File: src/rtl/dsec_ctrl_fsm.sv
// -----------------------------------------------------------------------------
// dsec_ctrl_fsm
//
// Top-level control for the DSEC (compression / shift-concatenation /
// encryption) datapath. A registered state machine sits between the external
// bus handshake and the datapath modules. It provides:
//   - input handshake (rdy / valid_to_comp) towards the compression module
//   - an end-of-stream drain that asserts dump_comp until the compressor is
//     empty
//   - out_valid that is held until the receiver acknowledges with out_rcvd
//   - a sticky error flag with a coded cause (lowest code wins)
//   - an acknowledge timeout on out_valid
//
// Ports
//   clk            clock
//   rst            asynchronous, active-low reset
//   key_config     encryption keys are being configured
//   in_valid       bus input word present
//   in_last        with in_valid: final word of the stream
//   out_rcvd       receiver has taken the current output word
//   comp_rdy       compression module can accept input
//   scon_done      1-cycle pulse: shift-concatenation has a 64-bit word ready
//   valid_bits     valid bits still held in the compression module
//   err_clr        1-cycle pulse: clear the sticky error and leave ERR
//   rdy            DSEC can accept input (combinational)
//   valid_to_comp  input to compression is valid (combinational)
//   dump_comp      compressor must flush its partial word (combinational)
//   stall          all datapath modules hold state (combinational)
//   out_valid      output word valid (registered)
//   error          sticky error flag (registered)
//   error_code     cause of the latest error, codes 1..4 in bits [3:0]
//
// TO_W must be wide enough that 2**TO_W > TO_CYC. TO_CYC = 0 disables the
// acknowledge timeout.
// -----------------------------------------------------------------------------
module dsec_ctrl_fsm #(
    parameter int VB_W   = 7,
    parameter int ERR_W  = 64,
    parameter int TO_CYC = 1024,
    parameter int TO_W   = 11
) (
    input  logic             clk,
    input  logic             rst,
    input  logic             key_config,
    input  logic             in_valid,
    input  logic             in_last,
    input  logic             out_rcvd,
    input  logic             comp_rdy,
    input  logic             scon_done,
    input  logic [VB_W-1:0]  valid_bits,
    input  logic             err_clr,
    output logic             rdy,
    output logic             valid_to_comp,
    output logic             dump_comp,
    output logic             stall,
    output logic             out_valid,
    output logic             error,
    output logic [ERR_W-1:0] error_code
);

    typedef enum logic [2:0] {
        S_IDLE,
        S_KEYCFG,
        S_RUN,
        S_DRAIN,
        S_ERR
    } state_t;

    localparam logic [TO_W-1:0] TO_MAX = TO_W'(TO_CYC);
    localparam logic            TO_EN  = (TO_CYC != 0);

    state_t          state_q, state_d;
    logic            out_valid_q, out_valid_d;
    logic            error_q, error_d;
    logic [3:0]      code_q, code_d;
    logic [TO_W-1:0] to_cnt_q, to_cnt_d;

    logic            rdy_int;
    logic            accept;
    logic            err_ovf, err_ovr, err_key, err_to;
    logic [3:0]      new_code;

    // ------------------------------------------------------------------
    // Combinational handshake outputs
    // ------------------------------------------------------------------
    // A new scon word arriving while the previous one is still unacknowledged
    // blocks input so the compressor does not push more data behind it.
    assign rdy_int       = comp_rdy
                         & ((state_q == S_RUN) | (state_q == S_IDLE))
                         & ~(out_valid_q & scon_done);
    assign accept        = in_valid & rdy_int;

    assign rdy           = rdy_int;
    assign valid_to_comp = accept;
    assign dump_comp     = (state_q == S_DRAIN) && (valid_bits != '0);
    assign stall         = (state_q == S_KEYCFG) | (state_q == S_ERR);

    assign out_valid     = out_valid_q;
    assign error         = error_q;
    assign error_code    = ERR_W'(code_q);

    // ------------------------------------------------------------------
    // Error sources
    // ------------------------------------------------------------------
    assign err_ovf = in_valid & ~rdy_int & ~key_config & (state_q != S_ERR);
    assign err_ovr = scon_done & out_valid_q & ~out_rcvd;
    assign err_key = key_config & (state_q == S_DRAIN);
    assign err_to  = TO_EN & (to_cnt_q == TO_MAX);

    // Lowest code wins. Key configuration masks error detection entirely,
    // since the datapath is stalled and the bus is expected to be quiet.
    always_comb begin
        new_code = 4'd0;
        if (state_q != S_KEYCFG) begin
            if (err_ovf) begin
                new_code = 4'd1;
            end else if (err_ovr) begin
                new_code = 4'd2;
            end else if (err_key) begin
                new_code = 4'd3;
            end else if (err_to) begin
                new_code = 4'd4;
            end
        end
    end

    // ------------------------------------------------------------------
    // Next-state logic
    // ------------------------------------------------------------------
    always_comb begin
        state_d     = state_q;
        error_d     = error_q;
        code_d      = code_q;
        out_valid_d = out_valid_q;
        to_cnt_d    = to_cnt_q;

        // Normal flow, ignoring errors.
        case (state_q)
            S_IDLE: begin
                if (key_config) begin
                    state_d = S_KEYCFG;
                end else if (in_valid) begin
                    state_d = S_RUN;
                end
            end
            S_KEYCFG: begin
                if (!key_config) begin
                    state_d = S_IDLE;
                end
            end
            S_RUN: begin
                if (key_config) begin
                    state_d = S_KEYCFG;
                end else if (accept && in_last) begin
                    state_d = S_DRAIN;
                end
            end
            S_DRAIN: begin
                // Leave only once the compressor is empty and the last output
                // word has been acknowledged.
                if ((valid_bits == '0) && !out_valid_q) begin
                    state_d = S_IDLE;
                end
            end
            S_ERR: begin
                state_d = S_ERR;
            end
            default: begin
                state_d = S_IDLE;
            end
        endcase

        // err_clr outranks any error detected in the same cycle.
        if (err_clr) begin
            error_d = 1'b0;
            code_d  = 4'd0;
            if (state_q == S_ERR) begin
                state_d = S_IDLE;
            end
        end else if (new_code != 4'd0) begin
            error_d = 1'b1;
            code_d  = new_code;
            state_d = S_ERR;
        end

        // A fresh word takes precedence over an acknowledge of the old one,
        // so scon_done together with out_rcvd keeps out_valid high.
        if (state_d == S_KEYCFG) begin
            out_valid_d = 1'b0;
        end else if (scon_done) begin
            out_valid_d = 1'b1;
        end else if (out_rcvd) begin
            out_valid_d = 1'b0;
        end

        // Acknowledge timeout: counts unacknowledged out_valid cycles and
        // saturates, so the timeout error keeps firing until acknowledged.
        if (TO_EN && out_valid_q && !out_rcvd) begin
            if (to_cnt_q != TO_MAX) begin
                to_cnt_d = to_cnt_q + TO_W'(1);
            end
        end else begin
            to_cnt_d = '0;
        end
    end

    // ------------------------------------------------------------------
    // State registers
    // ------------------------------------------------------------------
    always_ff @(posedge clk or negedge rst) begin
        if (!rst) begin
            state_q     <= S_IDLE;
            out_valid_q <= 1'b0;
            error_q     <= 1'b0;
            code_q      <= 4'd0;
            to_cnt_q    <= '0;
        end else begin
            state_q     <= state_d;
            out_valid_q <= out_valid_d;
            error_q     <= error_d;
            code_q      <= code_d;
            to_cnt_q    <= to_cnt_d;
        end
    end

endmodule

File: config.mk
export PLATFORM = sky130hd
export DESIGN_NAME = dsec_ctrl_fsm
export DESIGN_NICKNAME = d
export VERILOG_FILES = /design/src/rtl/dsec_ctrl_fsm.sv
export SDC_FILE = /design/constraint.sdc
export NUM_CORES = 1
export LEC_CHECK = 0
export CORE_UTILIZATION = 39
export DETAILED_ROUTE_END_ITERATION = 8
export PLACE_DENSITY = 0.79
export SYNTH_ARGS = -nofsm -noshare
export SYNTH_HDL_FRONTEND = slang
export SYNTH_SLANG_ARGS = --single-unit
File: constraint.sdc
create_clock -name clk -period 1.96 [get_ports clk]
set_clock_uncertainty 0.05 [all_clocks]
set_input_delay 0.392 -clock clk [delete_from_list [all_inputs] [get_ports clk]]
set_output_delay 0.392 -clock clk [all_outputs]
set_load 0.02 [all_outputs]
==> impl_metrics.env <==
export IMPL_rrSetupSlack_ns=0.10
export IMPL_cp_slowest_cell="a2111o_1"
export IMPL_antenna_cells=0
export IMPL_yosysWarningCount=0
export IMPL_cts_tree="yes"
export IMPL_timing_rr_start="state_q[2]"
export IMPL_start_util_pct=42.0
export IMPL_crit_cells=6
export IMPL_synth_top_family_by_area="buffers and inverters"
export IMPL_worstPathRequired_ns=2.11
export IMPL_reg2reg_depth=6
export IMPL_rows=22
export IMPL_powerDensity_mw_per_mm2=811
export IMPL_cts_root_buf="clkbuf_8"
export IMPL_via_per_inst=4.35
export IMPL_finalCritPeriodShare_pct=96.2
export IMPL_timing_rr_end="out_valid"
export IMPL_grt_max_degree=20
export IMPL_finalHoldViolCount=0
export IMPL_first_global_vias=962
export IMPL_finalWorstSetupSlack_ns=0.0739
export IMPL_cts_sinks=19
export IMPL_min_period_ns=1.89
export IMPL_yosysUniqueCellTypes=44
export IMPL_wl_per_cell_um=10.1
export IMPL_firstDrtPassIters=4
export IMPL_slew_viol_final=0
export IMPL_drt_iter0_markers=20
export IMPL_finalSetupViolations=0
export IMPL_crit_top_cell="buf_4"
export IMPL_path_max_fanout=4
export IMPL_peakVddDrop_uv=634
export IMPL_syn_avg_cell_area_um2=8.79
export IMPL_cts_made_buffers=3
export IMPL_status="completed"
export IMPL_drcViolationCount=0
export IMPL_critical_path_max_stage_delay_ns=0.45
export IMPL_cts_htree_levels=1
export IMPL_crit_chain="clkdlybuf4s50_1, buf_4, a2111o_1, a311oi_2, buf_4, o22a_1"
export IMPL_fp_dieH_um=65.7
export IMPL_antenna_found_initial=0
export IMPL_path_delay_family="compound AO/OA/AOI/OAI gates"
export IMPL_min_path_type="input pin to async pin"
export IMPL_holdWs_ns=0.416
export IMPL_via_count=1162
export IMPL_leakagePower_nw=0.851
export IMPL_filler_cell_count=385
export IMPL_die_x_um=65.7
export IMPL_clk_pin_slew_ns=0.07
export IMPL_layout_drive_gt1_share_pct=15.1
export IMPL_multi_input_area_um2=845
export IMPL_p_total_mw=1.46
export IMPL_crit_type="input pin to flop"
export IMPL_core_area_mm2=0.00377
export IMPL_timing_fmax_ghz=0.530
export IMPL_syn_area_mm2=0.00158
export IMPL_cts_max_path_buffers=2
export IMPL_overflow=0
export IMPL_yosys_area_share_simple_pct=19.3
export IMPL_fin_util_pct=47.8
export IMPL_register_area_um2=475
export IMPL_synthXorXnorAreaFrac_pct=4.43
export IMPL_area_growth_pct=13.8
export IMPL_rsz0062_at_grt="false"
export IMPL_ys_seq_area_share_pct=30.0
export IMPL_ant_nets=0
export IMPL_synth_compound_area_share_pct=11.8
export IMPL_async_flop_share_pct=100
export IMPL_nets=238
export IMPL_portBuffers=24
export IMPL_routed_wl_um=2710
export IMPL_worst_pin_slew_ns=0.682
export IMPL_cp_start_kind="input pin"
export IMPL_synthMuxAreaShare_pct=0.632
export IMPL_post_place_ws_ns=-0.503
export IMPL_synth_ff_type="dfrtp_1"
export IMPL_grt_pass1_wl_um=4220
export IMPL_worstSkewPairLatency_ns=0.25
export IMPL_synth_adder_area_share_pct=1.58
export IMPL_maxCapViolCount=0
export IMPL_die_area_mm2=0.00432
export IMPL_io_pin_count=86
export IMPL_crit_arrival_ns=2.03
export IMPL_synth_cells=180
export IMPL_dp_hpwl_um=2160
export IMPL_slew_headroom_pct=53.4
export IMPL_critPathCaptureType="flop"
export IMPL_grtUsageTotal_pct=12.9
export IMPL_synth_edff_count=0
export IMPL_ys_seq_elements=19
export IMPL_crit_buf_inv=3
export IMPL_place_congestion=0.855
[sequential cells by signal (all words and copies together), names as in the netlist]
signal     count
code_q         3
error          1
out_valid      1
state_q        3
to_cnt_q      11
[worst reg2reg max path: stages (launching register included)]
cell and delay (ns):
dfrtp_1 0.39, buf_4 0.17, nor3b_2 0.16, a2111o_1 0.43
a311oi_2 0.30, buf_4 0.18, o22a_1 0.12
[layout by cell type (no fill, tap or decap), types with 3 or more instances in the layout]
master,synthesis,routed
nand3b_1,3,3
conb_1,1,61
nand3_1,3,3
o21ai_0,7,7
nand2_1,7,7
a21oi_1,9,9
nor3_1,3,3
nor2_1,12,12
buf_4,63,16
inv_1,5,5
xor2_1,5,5
xnor2_1,3,3
or3_1,3,3
clkbuf_8,0,3
dfrtp_1,19,19
clkdlybuf4s50_1,0,18
[stage by stage]
step | area, um2 | instances | TNS (ns)
after global placement | 1730 | 262 | -2.60
final | 1800 | 267 | 0
after global routing | 1800 | 267 | 0
after CTS | 1800 | 267 | 0
after floorplan | 1810 | 240 | 0
after detailed placement | 1730 | 262 | -3.36
[cell usage after synthesis, drive strengths merged, types with 5 or more instances]
cell / count / share of area (%)
buf: 64 / 31
dfrtp: 19 / 30
nor2: 12 / 2.8
a21oi: 9 / 2.8
nand2: 7 / 1.7
o21ai: 7 / 2.2
inv: 5 / 1.2
xor2: 5 / 2.8
[final cells by class]
| class | instances | area share (%) |
|---|---|---|
| Clock buffer | 4 | 2.50 |
| Inverter | 5 | 1.04 |
| Multi-Input combinational cell | 151 | 46.9 |
| Sequential cell | 19 | 26.4 |
| Tap cell | 48 | 3.33 |
| Timing Repair Buffer | 40 | 19.9 |
[kinds of logic after synthesis]
kind of cell	Yosys count
adders and majority gates	2
and+or+nand+nor	51
other	1
xor gates and xnor gates	8
AOI/OAI and AO/OA	28
buffers and inverters	70
DFF	19
muxes	1
[timing repair]
action / 4_1_cts / 5_1_grt
buffers inserted: 1 / 0
endpoints found under the setup margin: 8 / 3
resized for setup: 15 / 4
cloned: 0 / 0
pin swaps: 6 / 2
hold buffers: 0 / 0
[power breakdown]
part	switching (mW)	leakage, nW	internal (mW)
sequential	0.0393	0.258	0.442
clock	0.123	0.0228	0.144
combinational	0.415	0.570	0.297
[routing by layer]
layer | up-vias | track usage, % | wire [um]
met5 | - | 0 | 0
met4 | 0 | 8.42 | 69
met3 | 6 | 2.26 | 176
met2 | 57 | 20.3 | 1270
met1 | 528 | 16.2 | 1190
li1 | 571 | - | -
[worst max-delay path by stage]
stage	from	end	slack [ns]
3_5_place_dp	scon_done	valid_to_comp	-0.50
5_1_grt	valid_bits[6]	dump_comp	0.007
3_3_place_gp	scon_done	valid_to_comp	-0.41
6_report	comp_rdy	out_valid	0.07
2_1_floorplan	out_valid	out_valid	0.20
4_1_cts	valid_bits[0]	dump_comp	0.009
Note: power is estimated with default switching activity, not from simulation.
